==> config.mk <==
export PLATFORM = sky130hd
export DESIGN_NAME = dtcm_ctrl
export DESIGN_NICKNAME = d
export VERILOG_FILES = /design/src/rtl/dtcm_ctrl.sv
export SDC_FILE = /design/constraint.sdc
export NUM_CORES = 1
export LEC_CHECK = 0
export ABC_AREA = 1
export BUFFER_PORTS_ARGS = -buffer_cell sky130_fd_sc_hd__buf_2
export CELL_PAD_IN_SITES_DETAIL_PLACEMENT = 0
export CELL_PAD_IN_SITES_GLOBAL_PLACEMENT = 1
export CORE_UTILIZATION = 27
export CTS_CLUSTER_SIZE = 12
export DETAILED_ROUTE_END_ITERATION = 6
export PLACE_DENSITY_LB_ADDON = 0.08
export SYNTH_ARGS = -nofsm -noshare
export SYNTH_HDL_FRONTEND = slang
export SYNTH_SLANG_ARGS = --single-unit
==> constraint.sdc <==
create_clock -name clk -period 2 [get_ports clk]
set_clock_uncertainty 0.1 [all_clocks]
set_input_delay 0.2 -clock clk [delete_from_list [all_inputs] [get_ports clk]]
set_output_delay 0.2 -clock clk [all_outputs]
set_load 0.02 [all_outputs]
==> src/rtl/dtcm_ctrl.sv <==
// DTCM SRAM controller: single-port LSU bridge, one-cycle read latency, one outstanding response.
// Optional alignment/size checking is enabled by defining DTCM_CTRL_ALIGN_CHK_EN.
module dtcm_ctrl #(
    parameter int AW = 14,
    parameter int DW = 32,
    parameter int MW = 4
) (
    input  logic          clk,
    input  logic          rst,
    input  logic          req_valid,
    output logic          req_ready,
    input  logic          req_read,
    input  logic [31:0]   req_addr,
    input  logic [1:0]    req_size,
    input  logic [31:0]   req_wdata,
    output logic          rsp_valid,
    input  logic          rsp_ready,
    output logic [31:0]   rsp_rdata,
    output logic          rsp_err,
    output logic          ram_we,
    output logic [AW-1:0] ram_addr,
    output logic [DW-1:0] ram_din,
    output logic [MW-1:0] ram_wem,
    input  logic [DW-1:0] ram_dout
);

    typedef enum logic [1:0] {IDLE, RESP, HOLD} state_t;

    state_t      state, state_nxt;
    logic [1:0]  off_q, size_q;
    logic        read_q, err_q;
    logic [31:0] hold_data;
    logic        hold_err;

    logic        accept, req_err;
    logic [1:0]  size_eff;
    logic [3:0]  mask;
    logic [31:0] shifted, fmt_data;
    logic        unused_addr_bits;

    assign unused_addr_bits = ^req_addr[31:AW+2];

    always_comb begin
`ifdef DTCM_CTRL_ALIGN_CHK_EN
        req_err  = (req_size == 2'b11)
                 | ((req_size == 2'b01) && req_addr[0])
                 | ((req_size == 2'b10) && (req_addr[1:0] != 2'b00));
        size_eff = req_size;
`else
        // reserved size behaves as a word access; low address bits are simply ignored
        req_err  = 1'b0;
        size_eff = (req_size == 2'b11) ? 2'b10 : req_size;
`endif
    end

    always_comb begin
        mask    = 4'b1111;
        ram_din = req_wdata;
        case (size_eff)
            2'b00: begin
                mask    = 4'b0001 << req_addr[1:0];
                ram_din = {4{req_wdata[7:0]}};
            end
            2'b01: begin
                mask    = 4'b0011 << {req_addr[1], 1'b0};
                ram_din = {2{req_wdata[15:0]}};
            end
            default: ;
        endcase
    end

    assign req_ready = rst ? 1'b0 : ((state == IDLE) ? 1'b1 : rsp_ready);
    assign accept    = req_valid && req_ready;
    assign ram_addr  = req_addr[AW+1:2];
    assign ram_we    = accept && !req_read && !req_err;
    assign ram_wem   = ram_we ? mask : '0;

    always_comb begin
        fmt_data = '0;
        shifted  = '0;
        if (read_q && !err_q) begin
            case (size_q)
                2'b00: begin
                    shifted  = ram_dout >> {off_q, 3'b000};
                    fmt_data = {24'b0, shifted[7:0]};
                end
                2'b01: begin
                    shifted  = ram_dout >> {off_q[1], 4'b0000};
                    fmt_data = {16'b0, shifted[15:0]};
                end
                default: fmt_data = ram_dout;
            endcase
        end
    end

    always_ff @(posedge clk) begin
        if (rst) state <= IDLE;
        else     state <= state_nxt;
    end

    always_comb begin
        state_nxt = state;
        rsp_valid = 1'b0;
        rsp_rdata = '0;
        rsp_err   = 1'b0;
        case (state)
            IDLE: if (accept) state_nxt = RESP;
            RESP: begin
                rsp_valid = 1'b1;
                rsp_rdata = fmt_data;
                rsp_err   = err_q;
                if (rsp_ready) state_nxt = accept ? RESP : IDLE;
                else           state_nxt = HOLD;
            end
            HOLD: begin
                rsp_valid = 1'b1;
                rsp_rdata = hold_data;
                rsp_err   = hold_err;
                if (rsp_ready) state_nxt = accept ? RESP : IDLE;
            end
            default: state_nxt = IDLE;
        endcase
        if (rst) begin
            rsp_valid = 1'b0;
            rsp_rdata = '0;
            rsp_err   = 1'b0;
        end
    end

    // SRAM output is only valid in RESP, so a stalled response is frozen here
    always_ff @(posedge clk) begin
        if (rst) begin
            off_q     <= '0;
            size_q    <= '0;
            read_q    <= 1'b0;
            err_q     <= 1'b0;
            hold_data <= '0;
            hold_err  <= 1'b0;
        end else begin
            if (accept) begin
                off_q  <= req_addr[1:0];
                size_q <= size_eff;
                read_q <= req_read;
                err_q  <= req_err;
            end
            if (state == RESP && !rsp_ready) begin
                hold_data <= fmt_data;
                hold_err  <= err_q;
            end
        end
    end

endmodule

; After elaboration in Yosys (flattened, before gate mapping)
; Cells that the tools add are included.
[totals]
regBits = 39
[op_classes]
n_eq_ne = 7
shift = 4
muxes = 17
n_reduce_logical = 10
[ops]
columns = op, n
row1 = $pmux 32 s2, 3
row2 = $mux 32, 2
row3 = $shr 32x5->16, 1
row4 = $shr 32x5->8, 1
row5 = $mux 2, 4
row6 = $pmux 4 s2, 1
row7 = $eq 2x1->1 const B, 3
row8 = $logic_not 2->1, 3
row9 = $pmux 2 s3, 1
row10 = $mux 1, 5
row11 = $eq 2x2->1 const B, 2
row12 = $mux 4, 1
row13 = $ne 2x2->1 const B, 2
row14 = $shl 1x2->4 const A, 1
row15 = $shl 2x2->4 const A, 1
row16 = $logic_and 1x1->1, 3
row17 = $logic_not 1->1, 2
row18 = $reduce_and 2->1, 1
row19 = $reduce_or 2->1, 1

; Depth between registers and ports, before layout
[depth]
word_depth = 7
mapped_depth = 10

; Worst setup path after synthesis
; No wires, ideal clock.
[synth_timing]
path_kind = register to output
startpoint = register state[0]
endpoint = output ram_wem[0]
arrival_ns = 1.464
required_ns = 1.700
path_slack_ns = 0.236
stages_incl_launch_ff = 10
path_buffers = 1
path_cell_list = dfxtp_1 inv_1 ha_1 inv_1 nand2_1 nand3_1 buf_4 nor2_8 inv_1 nor2_1
[synth_between]
elab_chain_len = 6
[synth_rtl]
columns = item, line
row1 = from (decl), 29  ; state_t state, state_nxt;
row2 = from (signal assigned), 98  ; else state <= state_nxt;
row3 = $logic_not 2->1, 72  ; assign req_ready = rst ? 1'b0 : ((state == IDLE) ? 1'b1 : rsp_ready);
row4 = $mux 1 (2 in a row), 72
row5 = $logic_and 1x1->1, 73  ; assign accept = req_valid && req_ready;
row6 = $logic_and 1x1->1, 75  ; assign ram_we = accept && !req_read && !req_err;
row7 = via ram_we, 20  ; output logic ram_we,
row8 = $mux 4, 76  ; assign ram_wem = ram_we ? mask : '0;
row9 = to (decl), 23  ; output logic [MW-1:0] ram_wem,
; The timed path passes the listed nets, and every way through them passes these cells.

; Final worst setup path
[layout_timing]
startpoint = register size_q[1]
endpoint = output rsp_rdata[6]
[layout_between]
elab_chain_len = 5
[layout_rtl]
columns = item, line
row1 = from (decl), 30  ; logic [1:0] off_q, size_q;
row2 = from (signal assigned), 142  ; size_q <= size_eff;
row3 = $eq 2x1->1 or $logic_not 2->1 (tied branches), -
row4 = $pmux 32 s2 (*), 82  ; case (size_q)
row5 = $mux 32 (*), 81  ; if (read_q && !err_q) begin
row6 = $pmux 32 s2 (*), 106  ; case (state)
row7 = $mux 32 (*), 123  ; if (rst) begin
row8 = to (decl), 18  ; output logic [31:0] rsp_rdata,
; Every way passes the cells marked *; elsewhere a longest branch is shown, timed or not.

==> flow_metrics.env <==
export IMPL_pre_cts_slack_ns=0.160
export IMPL_fillers=1209
export IMPL_drive_gt1_share_pct=33.2
export IMPL_clock_fmax_mhz=504
export IMPL_maxSlewViolCount=0
export IMPL_r2r_end="hold_data[25]$_SDFFE_PP0P_"
export IMPL_hold_buffers=0
export IMPL_end_kind="output port"
export IMPL_grt_antenna_before_repair=0
export IMPL_r2r_start="state[1]$_SDFFE_PP0P_"
export IMPL_place_congestion=0.768
export IMPL_yosysSeqAreaShare_pct=25.3
export IMPL_final_common_cell="nand2_1"
export IMPL_grt_max_degree=55
export IMPL_stdcell_count=793
export IMPL_rrSetupSlack_ns=0.38
export IMPL_fp_row_count=38
export IMPL_finalSetupViolations=0
export IMPL_insertion_delay_ns=0.28
export IMPL_rr_worst_depth=7
export IMPL_via_count=3715
export IMPL_path_common_cell="buf_4"
export IMPL_initial_utilization_pct=28.1
export IMPL_drt_wl_total_mm=10.8
export IMPL_cts_sinks=39
export IMPL_netlist_cell_type_count=25
export IMPL_io_buffers=143
export IMPL_seq_area_um2=788
export IMPL_status="complete, no violations"
export IMPL_layout_common_cells="194 x nand2_1, 125 x buf_2, 58 x nor2_1"
export IMPL_dp_cells=778
export IMPL_grt_total_usage_pct=18.7
export IMPL_chipWidth_um=109
export IMPL_min_period_ns=1.98
export IMPL_arrival_ns=1.68
export IMPL_multi_input_area_mm2=0.00195
export IMPL_cpMaxStageDelayCell="dfxtp_2"
export IMPL_core_area_mm2=0.0110
export IMPL_worstPathCellList="buf_4 -> nor2_4 -> buf_4 -> nand2_1 -> nand3_2 -> nand3_1 -> a21oi_1 -> buf_4"
export IMPL_via_per_inst=4.68
export IMPL_required_ns=1.70
export IMPL_top_level_ports=189
export IMPL_p_per_area_mw_per_mm2=684
export IMPL_synth_cell_area_mm2=0.00309
export IMPL_ys_warn_count=0
export IMPL_p_leak_uw=0.00207
export IMPL_grt_pass1_wl_mm=17.3
export IMPL_root_buffer="clkbuf_16"
export IMPL_ir_drop_uv=429
export IMPL_max_stage_delay_ns=0.35
export IMPL_hold_viol_final=0
export IMPL_fin_setup_tns_ns=0
export IMPL_crit_path_end="rsp_rdata[6]"
export IMPL_async_reset_ff_share_pct=0
export IMPL_synthFlopType="dfxtp_1"
export IMPL_wl_per_cell_um=13.7
export IMPL_ys_ff_latch=39
export IMPL_die_y_um=109
export IMPL_synthCells=539
export IMPL_grt_pass1_vias=3376
export IMPL_syn_to_final_growth_pct=35.6
export IMPL_dr_pass1_iters=4
export IMPL_crit_type="flip-flop to output port"
export IMPL_ant_nets=0
export IMPL_grt_remaining_overflow=0
export IMPL_hold_class="input port to flip-flop"
export IMPL_layout_nets=759
export IMPL_cts_buffer_depth=2
export IMPL_drc=0
export IMPL_critPathLaunch="size_q[1]$_SDFFE_PP0P_"
export IMPL_start_kind="flip-flop"
export IMPL_synth_fp_nets=646
export IMPL_numCtsBuffers=5
export IMPL_cts_clk_slew_worst_paths_ns=0.06
export IMPL_die_area_mm2=0.0119
export IMPL_critPathMaxFanout=8
export IMPL_cts_max_level=2
export IMPL_setup_ws_ns=0.0157
export IMPL_cap_viol_max_count=0
export IMPL_cts_tree="yes"
export IMPL_synth_edf_count=0
export IMPL_diodes=0
export IMPL_initialDrtViolationCount=205
export IMPL_rsz0062_at_grt="yes"
export IMPL_fin_crit_sh_pct=99.2
export IMPL_syn_area_per_cell_um2=5.72
export IMPL_hpwl_mm=7.87
## power breakdown
group	switching, µW	internal, µW
clock	345	589
sequential	58.2	883
combinational	642	347
## worst min-delay path by stage
stage	startpoint	endpoint	cells after the start
floorplan	rst	hold_data[8]$_SDFFE_PP0P_	3
global placement	req_addr[13]	ram_addr[11]	0
detailed placement	req_addr[13]	ram_addr[11]	0
CTS	req_addr[0]	off_q[0]$_SDFFE_PP0P_	3
global route	req_addr[0]	off_q[0]$_SDFFE_PP0P_	3
finish	req_addr[0]	off_q[0]$_SDFFE_PP0P_	3
## stage by stage
stage / total power (µW) / utilization [%] / hold slack [ns] / instance area [µm²]
3_5_place_dp: 1870 / 34.1 / 0.300 / 3750
2_1_floorplan: 1600 / - / 0.260 / 3090
6_report: 2860 / 38.1 / 0.0904 / 4190
5_1_grt: 3060 / 38.1 / 0.121 / 4190
4_1_cts: 2820 / 36.2 / 0.0932 / 3970
3_3_place_gp: 1860 / 34.1 / 0.300 / 3750
## cells by family after synthesis
logic type	Yosys count	share of synthesized area (%)
DFF	39	25.3
buffers and inverters	89	15.5
and+or+nand+nor	291	38.2
AOI/OAI and AO/OA	115	19.3
other	1	0.122
adders and majority gates	4	1.62
## synthesized netlist by cell type, drive strengths merged (4+ instances only)
library cell | count | share of area (%)
o21ai | 45 | 7.3
dfxtp | 39 | 25
ha | 4 | 1.6
o211ai | 5 | 1.2
nand2 | 203 | 25
nor2 | 61 | 8.4
inv | 32 | 3.9
a21oi | 64 | 11
buf | 42 | 9.7
nand3 | 26 | 4.5
clkbuf | 14 | 1.7
## flip-flops by register name, indices dropped and copies added (netlist names)
signal / count
hold_data: 32
off_q: 2
read_q: 1
size_q: 2
state: 2
## metal layers
| layer | track usage [%] | vias up | share of wire, % |
|---|---|---|---|
| li1 | - | 1912 | - |
| met1 | 26.3 | 1683 | 48 |
| met2 | 29.7 | 113 | 46 |
| met3 | 3.35 | 7 | 5.8 |
| met4 | 3.76 | 0 | 0.54 |
| met5 | 0 | - | 0 |
## critical path: cells and delay by family, from the launching register on
| family | cells | cell delay, ns |
|---|---|---|
| compound gates | 1 | 0.13 |
| simple gates | 4 | 0.44 |
| buf+inv | 3 | 0.47 |
| flops | 1 | 0.35 |
## repair_timing
action / CTS / global route
gates resized for setup: 10 / 58
pin swaps: 2 / 7
setup buffers: 1 / 5
cloned: 0 / 1
setup endpoints to repair: 36 / 34
## final cells by class
class / count / area share [%]
timing repair buffer: 162 / 23.1
sequential: 39 / 18.8
tap: 140 / 4.19
inverter: 33 / 3.26
multi-input combinational: 411 / 46.5
clock inverter: 3 / 1.05
clock buffer: 5 / 2.99
Note: power is estimated with default switching activity, not from simulation.
